**src/rtl/tt_um_accelshark_psg_i2s_serializer.sv**
```systemverilog
// Philips I2S serializer for the PSG mixer: 8-bit L/R sums -> MCLK/LRCK/SCLK/SDATA, self-timed frame.
// Optional macro PSG_I2S_LSB_DITHER_EN fills the low slot byte from a 16-bit Galois LFSR.
module tt_um_accelshark_psg_i2s_serializer #(
  parameter int MCLK_DIV_LOG2 = 1,
  parameter int SCLK_DIV_LOG2 = 3
) (
  input  logic       clk,
  input  logic       rst,
  input  logic       ena,
  input  logic [7:0] mix_l,
  input  logic [7:0] mix_r,
  output logic       sample_strobe,
  output logic       mclk,
  output logic       lrck,
  output logic       sclk,
  output logic       sdata
);
  localparam int CW = SCLK_DIV_LOG2 + 5;

  logic [CW-1:0] r_cnt;
  logic [15:0]   r_word_l;
  logic [15:0]   r_word_r;
  logic          r_sdata;

  logic [4:0]    w_bit;
  logic [4:0]    w_idx;
  logic          w_frame_start;
  logic          w_bit_edge;
  logic [31:0]   w_frame;
  logic [7:0]    w_fill_l;
  logic [7:0]    w_fill_r;

  assign w_bit         = r_cnt[CW-1:SCLK_DIV_LOG2];
  assign w_frame_start = (r_cnt == '0);
  assign w_bit_edge    = (r_cnt[SCLK_DIV_LOG2-1:0] == '0);
  assign w_frame       = {r_word_l, r_word_r};
  // 32-b modulo 32: bit 0 wraps to F[0], the previous frame's R LSB (I2S one-bit delay)
  assign w_idx         = 5'd0 - w_bit;

`ifdef PSG_I2S_LSB_DITHER_EN
  logic [15:0] r_lfsr;
  logic [15:0] w_lfsr_shift;
  logic [15:0] w_lfsr_next;

  assign w_lfsr_shift = {1'b0, r_lfsr[15:1]};
  assign w_lfsr_next  = r_lfsr[0] ? (w_lfsr_shift ^ 16'hB400) : w_lfsr_shift;
  assign w_fill_l     = r_lfsr[7:0];
  assign w_fill_r     = r_lfsr[15:8];

  always_ff @(posedge clk) begin
    if (rst) begin
      r_lfsr <= 16'hACE1;
    end else if (ena && w_frame_start) begin
      r_lfsr <= w_lfsr_next;
    end
  end
`else
  assign w_fill_l = 8'h00;
  assign w_fill_r = 8'h00;
`endif

  always_ff @(posedge clk) begin
    if (rst) begin
      r_cnt    <= '0;
      r_word_l <= 16'h0000;
      r_word_r <= 16'h0000;
      r_sdata  <= 1'b0;
    end else if (ena) begin
      r_cnt <= r_cnt + 1'b1;
      if (w_frame_start) begin
        r_word_l <= {mix_l, w_fill_l};
        r_word_r <= {mix_r, w_fill_r};
      end
      // Reads the pre-latch hold regs at bit 0, so the old R LSB goes out first
      if (w_bit_edge) begin
        r_sdata <= w_frame[w_idx];
      end
    end
  end

  assign sample_strobe = w_frame_start & ena & ~rst;
  assign mclk          = r_cnt[MCLK_DIV_LOG2-1];
  assign sclk          = r_cnt[SCLK_DIV_LOG2-1];
  assign lrck          = r_cnt[CW-1];
  assign sdata         = r_sdata;

endmodule
```
**config.mk**
```make
export PLATFORM = sky130hd
export DESIGN_NAME = tt_um_accelshark_psg_i2s_serializer
export DESIGN_NICKNAME = d
export VERILOG_FILES = /design/src/rtl/tt_um_accelshark_psg_i2s_serializer.sv
export SDC_FILE = /design/constraint.sdc
export NUM_CORES = 1
export LEC_CHECK = 0
export ABC_CLOCK_PERIOD_IN_PS = 1800
export CORE_MARGIN = 2
export CORE_UTILIZATION = 45
export CTS_CLUSTER_SIZE = 30
export DETAILED_ROUTE_END_ITERATION = 8
export PLACE_DENSITY = 0.76
export SLEW_MARGIN = 20
export SYNTH_ARGS = -nofsm -noshare
export SYNTH_HDL_FRONTEND = slang
export SYNTH_SLANG_ARGS = --single-unit
```
**constraint.sdc**
```tcl
create_clock -name clk -period 1.8 [get_ports clk]
set_input_delay 0.27 -clock clk [delete_from_list [all_inputs] [get_ports clk]]
set_output_delay 0.27 -clock clk [all_outputs]
set_load 0.02 [all_outputs]
```
; After elaboration in Yosys (flattened, before gate mapping)
; Index checks and enable logic that the tools add are counted.
[word_totals]
out_inout_bits = 5
ff_bits = 25
input_bits = 19
wordCells = 16
[classes]
bitwise_logic = 3
addsub = 2
magnitude_cmp = 1
muxes = 2
reduce_logical = 4
[ops]
columns = op, n
row1 = $add A8 B1 Y8 const B, 1
row2 = $logic_not A8 Y1, 1
row3 = $lt A5 B6 Y1 const B, 1
row4 = $bmux W1 S5, 1
row5 = $sub A1 B5 Y5 const A, 1
row6 = $reduce_and A2 Y1, 2
row7 = $logic_not A3 Y1, 1
row8 = $and A1 B1 Y1, 2
row9 = $mux W1, 1
row10 = $not A1 Y1, 1

; Longest topological paths before layout
[depth]
word_depth = 3
depth_mapped = 8

; Worst setup path after synthesis
; Ideal clock, no wire load.
[synth_path]
kind = reg-to-output
start = register r_cnt[0]
end = output port sample_strobe
t_required_ps = 1530
arrival_ps = 1865
path_slack_ps = -335
path_stages_with_launch = 6
n_path_buf = 0
path_cell_list = dfxtp_1 > inv_1 > ha_1 > nand3b_1 > or4_1 > nor4_1
[synth_between]
elab_chain_cells = 3
[synth_lines]
columns = element, line
row1 = "start, declared", 20  ; logic [CW-1:0] r_cnt;
row2 = "start signal, assigned", 69  ; r_cnt <= r_cnt + 1'b1;
row3 = $logic_not A8 Y1, 34  ; assign w_frame_start = (r_cnt == '0);
row4 = $and A1 B1 Y1 (2 in a row), 81  ; assign sample_strobe = w_frame_start & ena & ~rst;
row5 = "end, declared", 12  ; output logic sample_strobe,
; No other way between the ends.

; Worst setup path after layout
[layout_path]
start = register r_cnt[1]
end = output port sample_strobe
; The elaborated chain is that of the path after synthesis.

==> metrics.json <==
{
  "antenna_cells": {"value": 0},
  "p_leak": {"value": 0.7942, "unit": "nW"},
  "finalNonFillerCells": {"value": 214},
  "critical_path_peak_fanout": {"value": 2},
  "final_cell_mix": {"value": "clkdlybuf4s50_1 (22), nand2_1 (21), dfxtp_1 (20)"},
  "syn_inst": {"value": 142},
  "largest_family_of_logic_cells_by_synthesized_area": {"value": "simple AND/OR/NAND/NOR gates"},
  "worst_slack": {"value": -0.1655, "unit": "ns"},
  "timing.hold.worst.start": {"value": "r_word_r[9]$_SDFFE_PP0P_"},
  "drc_errors": {"value": 0},
  "clock_tree.htree_level_count": {"value": 1},
  "post_synth_xor_area_fraction": {"value": 4.930, "unit": "%"},
  "fp.dieArea": {"value": 3200, "unit": "µm²"},
  "antenna_violations_before_repair": {"value": 0},
  "place_area": {"value": 1607, "unit": "µm²"},
  "detailedRoute.firstPassIterationCount": {"value": 4},
  "placementRows": {"value": 19},
  "synthesis.area_per_instance": {"value": 8.758, "unit": "µm²"},
  "p_total": {"value": 1.154, "unit": "mW"},
  "net_count_of_the_mapped_netlist": {"value": 165},
  "die_height": {"value": 56.57, "unit": "µm"},
  "synthMuxAreaShare": {"value": 10.56, "unit": "%"},
  "final-hold-violation-count": {"value": 0},
  "outcome": {"value": "finished with violations"},
  "portBuffers": {"value": 23},
  "io-pin-count": {"value": 24},
  "grt_first_pass_wirelength": {"value": 4436, "unit": "µm"},
  "final_nets": {"value": 207},
  "crit_path_start_kind": {"value": "register"},
  "layout-drive-gt1-share": {"value": 42.08, "unit": "%"},
  "synth_compound_gate_area_share": {"value": 11.17, "unit": "%"},
  "layout.core_utilization": {"value": 72.52, "unit": "%"},
  "via_count_of_the_first_global_routing_pass": {"value": 1040},
  "timing.critical_path.to_type": {"value": "output pin"},
  "timing.final.crit_share": {"value": 109.2, "unit": "%"},
  "synthesis.area": {"value": 1244, "unit": "µm²"},
  "worstPathArrival": {"value": 1.70, "unit": "ns"},
  "critical_path_data_required_time": {"value": 1.53, "unit": "ns"},
  "number_of_distinct_standard_cells_referenced_by_the_synthesized_netlist": {"value": 31},
  "effective_utilization_at_floorplan": {"value": 46.30, "unit": "%"},
  "slew_violations": {"value": 0},
  "gp_congestion": {"value": 0.7316},
  "power-per-cell-area": {"value": 592.2, "unit": "nW/µm²"},
  "cts_buffers": {"value": 3},
  "async_sr_flop_fraction": {"value": 0, "unit": "%"},
  "number_of_synthesized_flops_with_an_enable_pin": {"value": 0},
  "fmax": {"value": 508.8, "unit": "MHz"},
  "cap_viol_max_count": {"value": 0},
  "grt.met3_usage": {"value": 2.074, "unit": "%"},
  "areaGrowthSynthToFinish": {"value": 56.64, "unit": "%"},
  "post_synth_fa_ha_maj_area_fraction": {"value": 4.024, "unit": "%"},
  "r2r_cells": {"value": 7},
  "wirelength": {"value": 3169, "unit": "µm"},
  "nFillCells": {"value": 194},
  "final_instance_area": {"value": 1948, "unit": "µm²"},
  "cts_tree": {"value": "built"},
  "synth_ff_type": {"value": "dfxtp_1"},
  "hold_path_depth": {"value": 2},
  "use_met1": {"value": 21.16, "unit": "%"},
  "r2r-start": {"value": "r_cnt[4]$_SDFFE_PP0P_"},
  "cts.sink_count": {"value": 25},
  "yosys.area_share.simple": {"value": 22.64, "unit": "%"},
  "clk_transition_reported_paths": {"value": 0.13, "unit": "ns"},
  "violations": {"value": "setup timing"},
  "vias_per_cell": {"value": 5.491},
  "gr-max-usage-layer": {"value": "met2"},
  "grt.total_usage": {"value": 17.53, "unit": "%"},
  "rel_slew_slack": {"value": 75.65, "unit": "%"},
  "place.detailed.hpwl": {"value": 1951, "unit": "µm"},
  "worstHoldPathType": {"value": "reg2reg"},
  "cts-root-to-sink-buffers": {"value": 2},
  "globalRoute.totalOverflow": {"value": 0},
  "unrepaired_setup_endpoints_after_global_routing": {"value": "true"},
  "route.vias.total": {"value": 1175},
  "holdWs": {"value": 0.4781, "unit": "ns"},
  "critPathKind": {"value": "reg2out"},
  "dieWidth": {"value": 56.57, "unit": "µm"},
  "worstSkewPairLatency": {"value": 0.31, "unit": "ns"},
  "crit-reg2reg-capture": {"value": "r_word_r[15]$_SDFFE_PP0P_"},
  "final_antenna_violating_net_count": {"value": 0},
  "pin_count_of_the_biggest_net_entering_global_routing": {"value": 26},
  "skew": {"value": 0.003359, "unit": "ns"},
  "timing_worst_slew_pin_value": {"value": 0.3652, "unit": "ns"},
  "final_setup_viols": {"value": 14},
  "placed_cells": {"value": 203},
  "synthesis.yosys.warnings": {"value": 0},
  "routedWlPerCell": {"value": 14.81, "unit": "µm"},
  "cts_root_buf": {"value": "clkbuf_4"},
  "met2_usage": {"value": 31.23, "unit": "%"},
  "synth.yosys.seq_area_share": {"value": 40.24, "unit": "%"},
  "timing.hold.worst_endpoint": {"value": "r_word_r[9]$_SDFFE_PP0P_"},
  "cts_hold_buf": {"value": 0},
  "final_common_cell": {"value": "clkdlybuf4s50_1"},
  "setup.reg_to_reg.worst_slack": {"value": -0.05, "unit": "ns"},
  "fin_crit": {"value": 1.966, "unit": "ns"},
  "ir_worst_vdd": {"value": 0.0005197, "unit": "V"},
  "setup_tns": {"value": -0.5213, "unit": "ns"},
  "ys_seq_elements": {"value": 25},
  "dr.first_iter.drc_count": {"value": 24},
  "pre_cts_worst_setup_slack": {"value": -0.5695, "unit": "ns"},
  "core_area": {"value": 2686, "unit": "µm²"}
}
## repair_timing
action / in CTS / in global routing
setup buffers: 1 / 5
resized for setup: 10 / 62
hold endpoints to repair: 0 / 0
cloned: 0 / 1
pin swaps: 0 / 35
endpoints found under the setup margin: 2 / 19
## cell families after synthesis
family / after synthesis
xor+xnor: 7
buf+inv: 15
mux: 7
simple gates: 60
fa+ha+maj: 4
flops: 25
compound gates: 24
## worst max-delay path, cell delays in order, from the launching register on
cell and delay [ns]:
dfxtp_2 0.34, inv_1 0.06, ha_1 0.14, nand3b_1 0.10, or4_4 0.44, nor4_4 0.13
buf_4 0.17
## how the worst max path moves through the flow
stage / startpoint / to / slack (ns) / cells past startpoint
after detailed placement: ena / sample_strobe / -0.57 / 5
after floorplan: r_cnt[0]$_SDFFE_PP0P_ / sample_strobe / -0.04 / 5
final: r_cnt[1]$_SDFFE_PP0P_ / sample_strobe / -0.17 / 6
after CTS: r_cnt[1]$_SDFFE_PP0P_ / sample_strobe / -0.18 / 6
after global placement: ena / sample_strobe / -0.55 / 5
after global routing: r_cnt[1]$_SDFFE_PP0P_ / sample_strobe / -0.30 / 6
## cell usage after synthesis, types with 2 or more instances
cell	n	area (µm²)
ha_1	4	50.05
xor2_1	2	17.52
nor2_1	10	37.54
nand2_1	37	138.9
clkbuf_1	6	22.52
xnor2_1	5	43.79
or3_1	2	12.51
nand4_1	2	12.51
mux2i_1	3	30.03
dfxtp_1	25	500.5
mux4_1	3	78.83
inv_1	5	18.77
buf_6	3	33.78
a21oi_1	18	90.09
## sequential cells by signal, summed over array words and instances (netlist names)
signal / flops
r_cnt: 8
r_word_l: 8
r_word_r: 8
sdata: 1
## metal layers
metal | part of all wire, % | up-vias
met5 | 0 | -
met4 | 2.8 | 0
met3 | 3.1 | 8
met2 | 52 | 27
met1 | 42 | 573
li1 | - | 567
## final cells by class
| cell class | instances | area [µm²] | share of cell area (%) |
|---|---|---|---|
| repair buffers | 47 | 460.4 | 23.64 |
| flip-flops and latches | 25 | 506.7 | 26.01 |
| well taps | 31 | 38.79 | 1.991 |
| clock buffers | 4 | 26.28 | 1.349 |
| multi-input cells | 102 | 897.1 | 46.05 |
| inverters | 5 | 18.77 | 0.9634 |
## report_power, final
part | internal, mW | switching (mW) | total, mW
combinational | 0.154 | 0.152 | 0.305
clock | 0.0866 | 0.160 | 0.247
sequential | 0.586 | 0.0159 | 0.602
(Power assumes the default switching activity.)
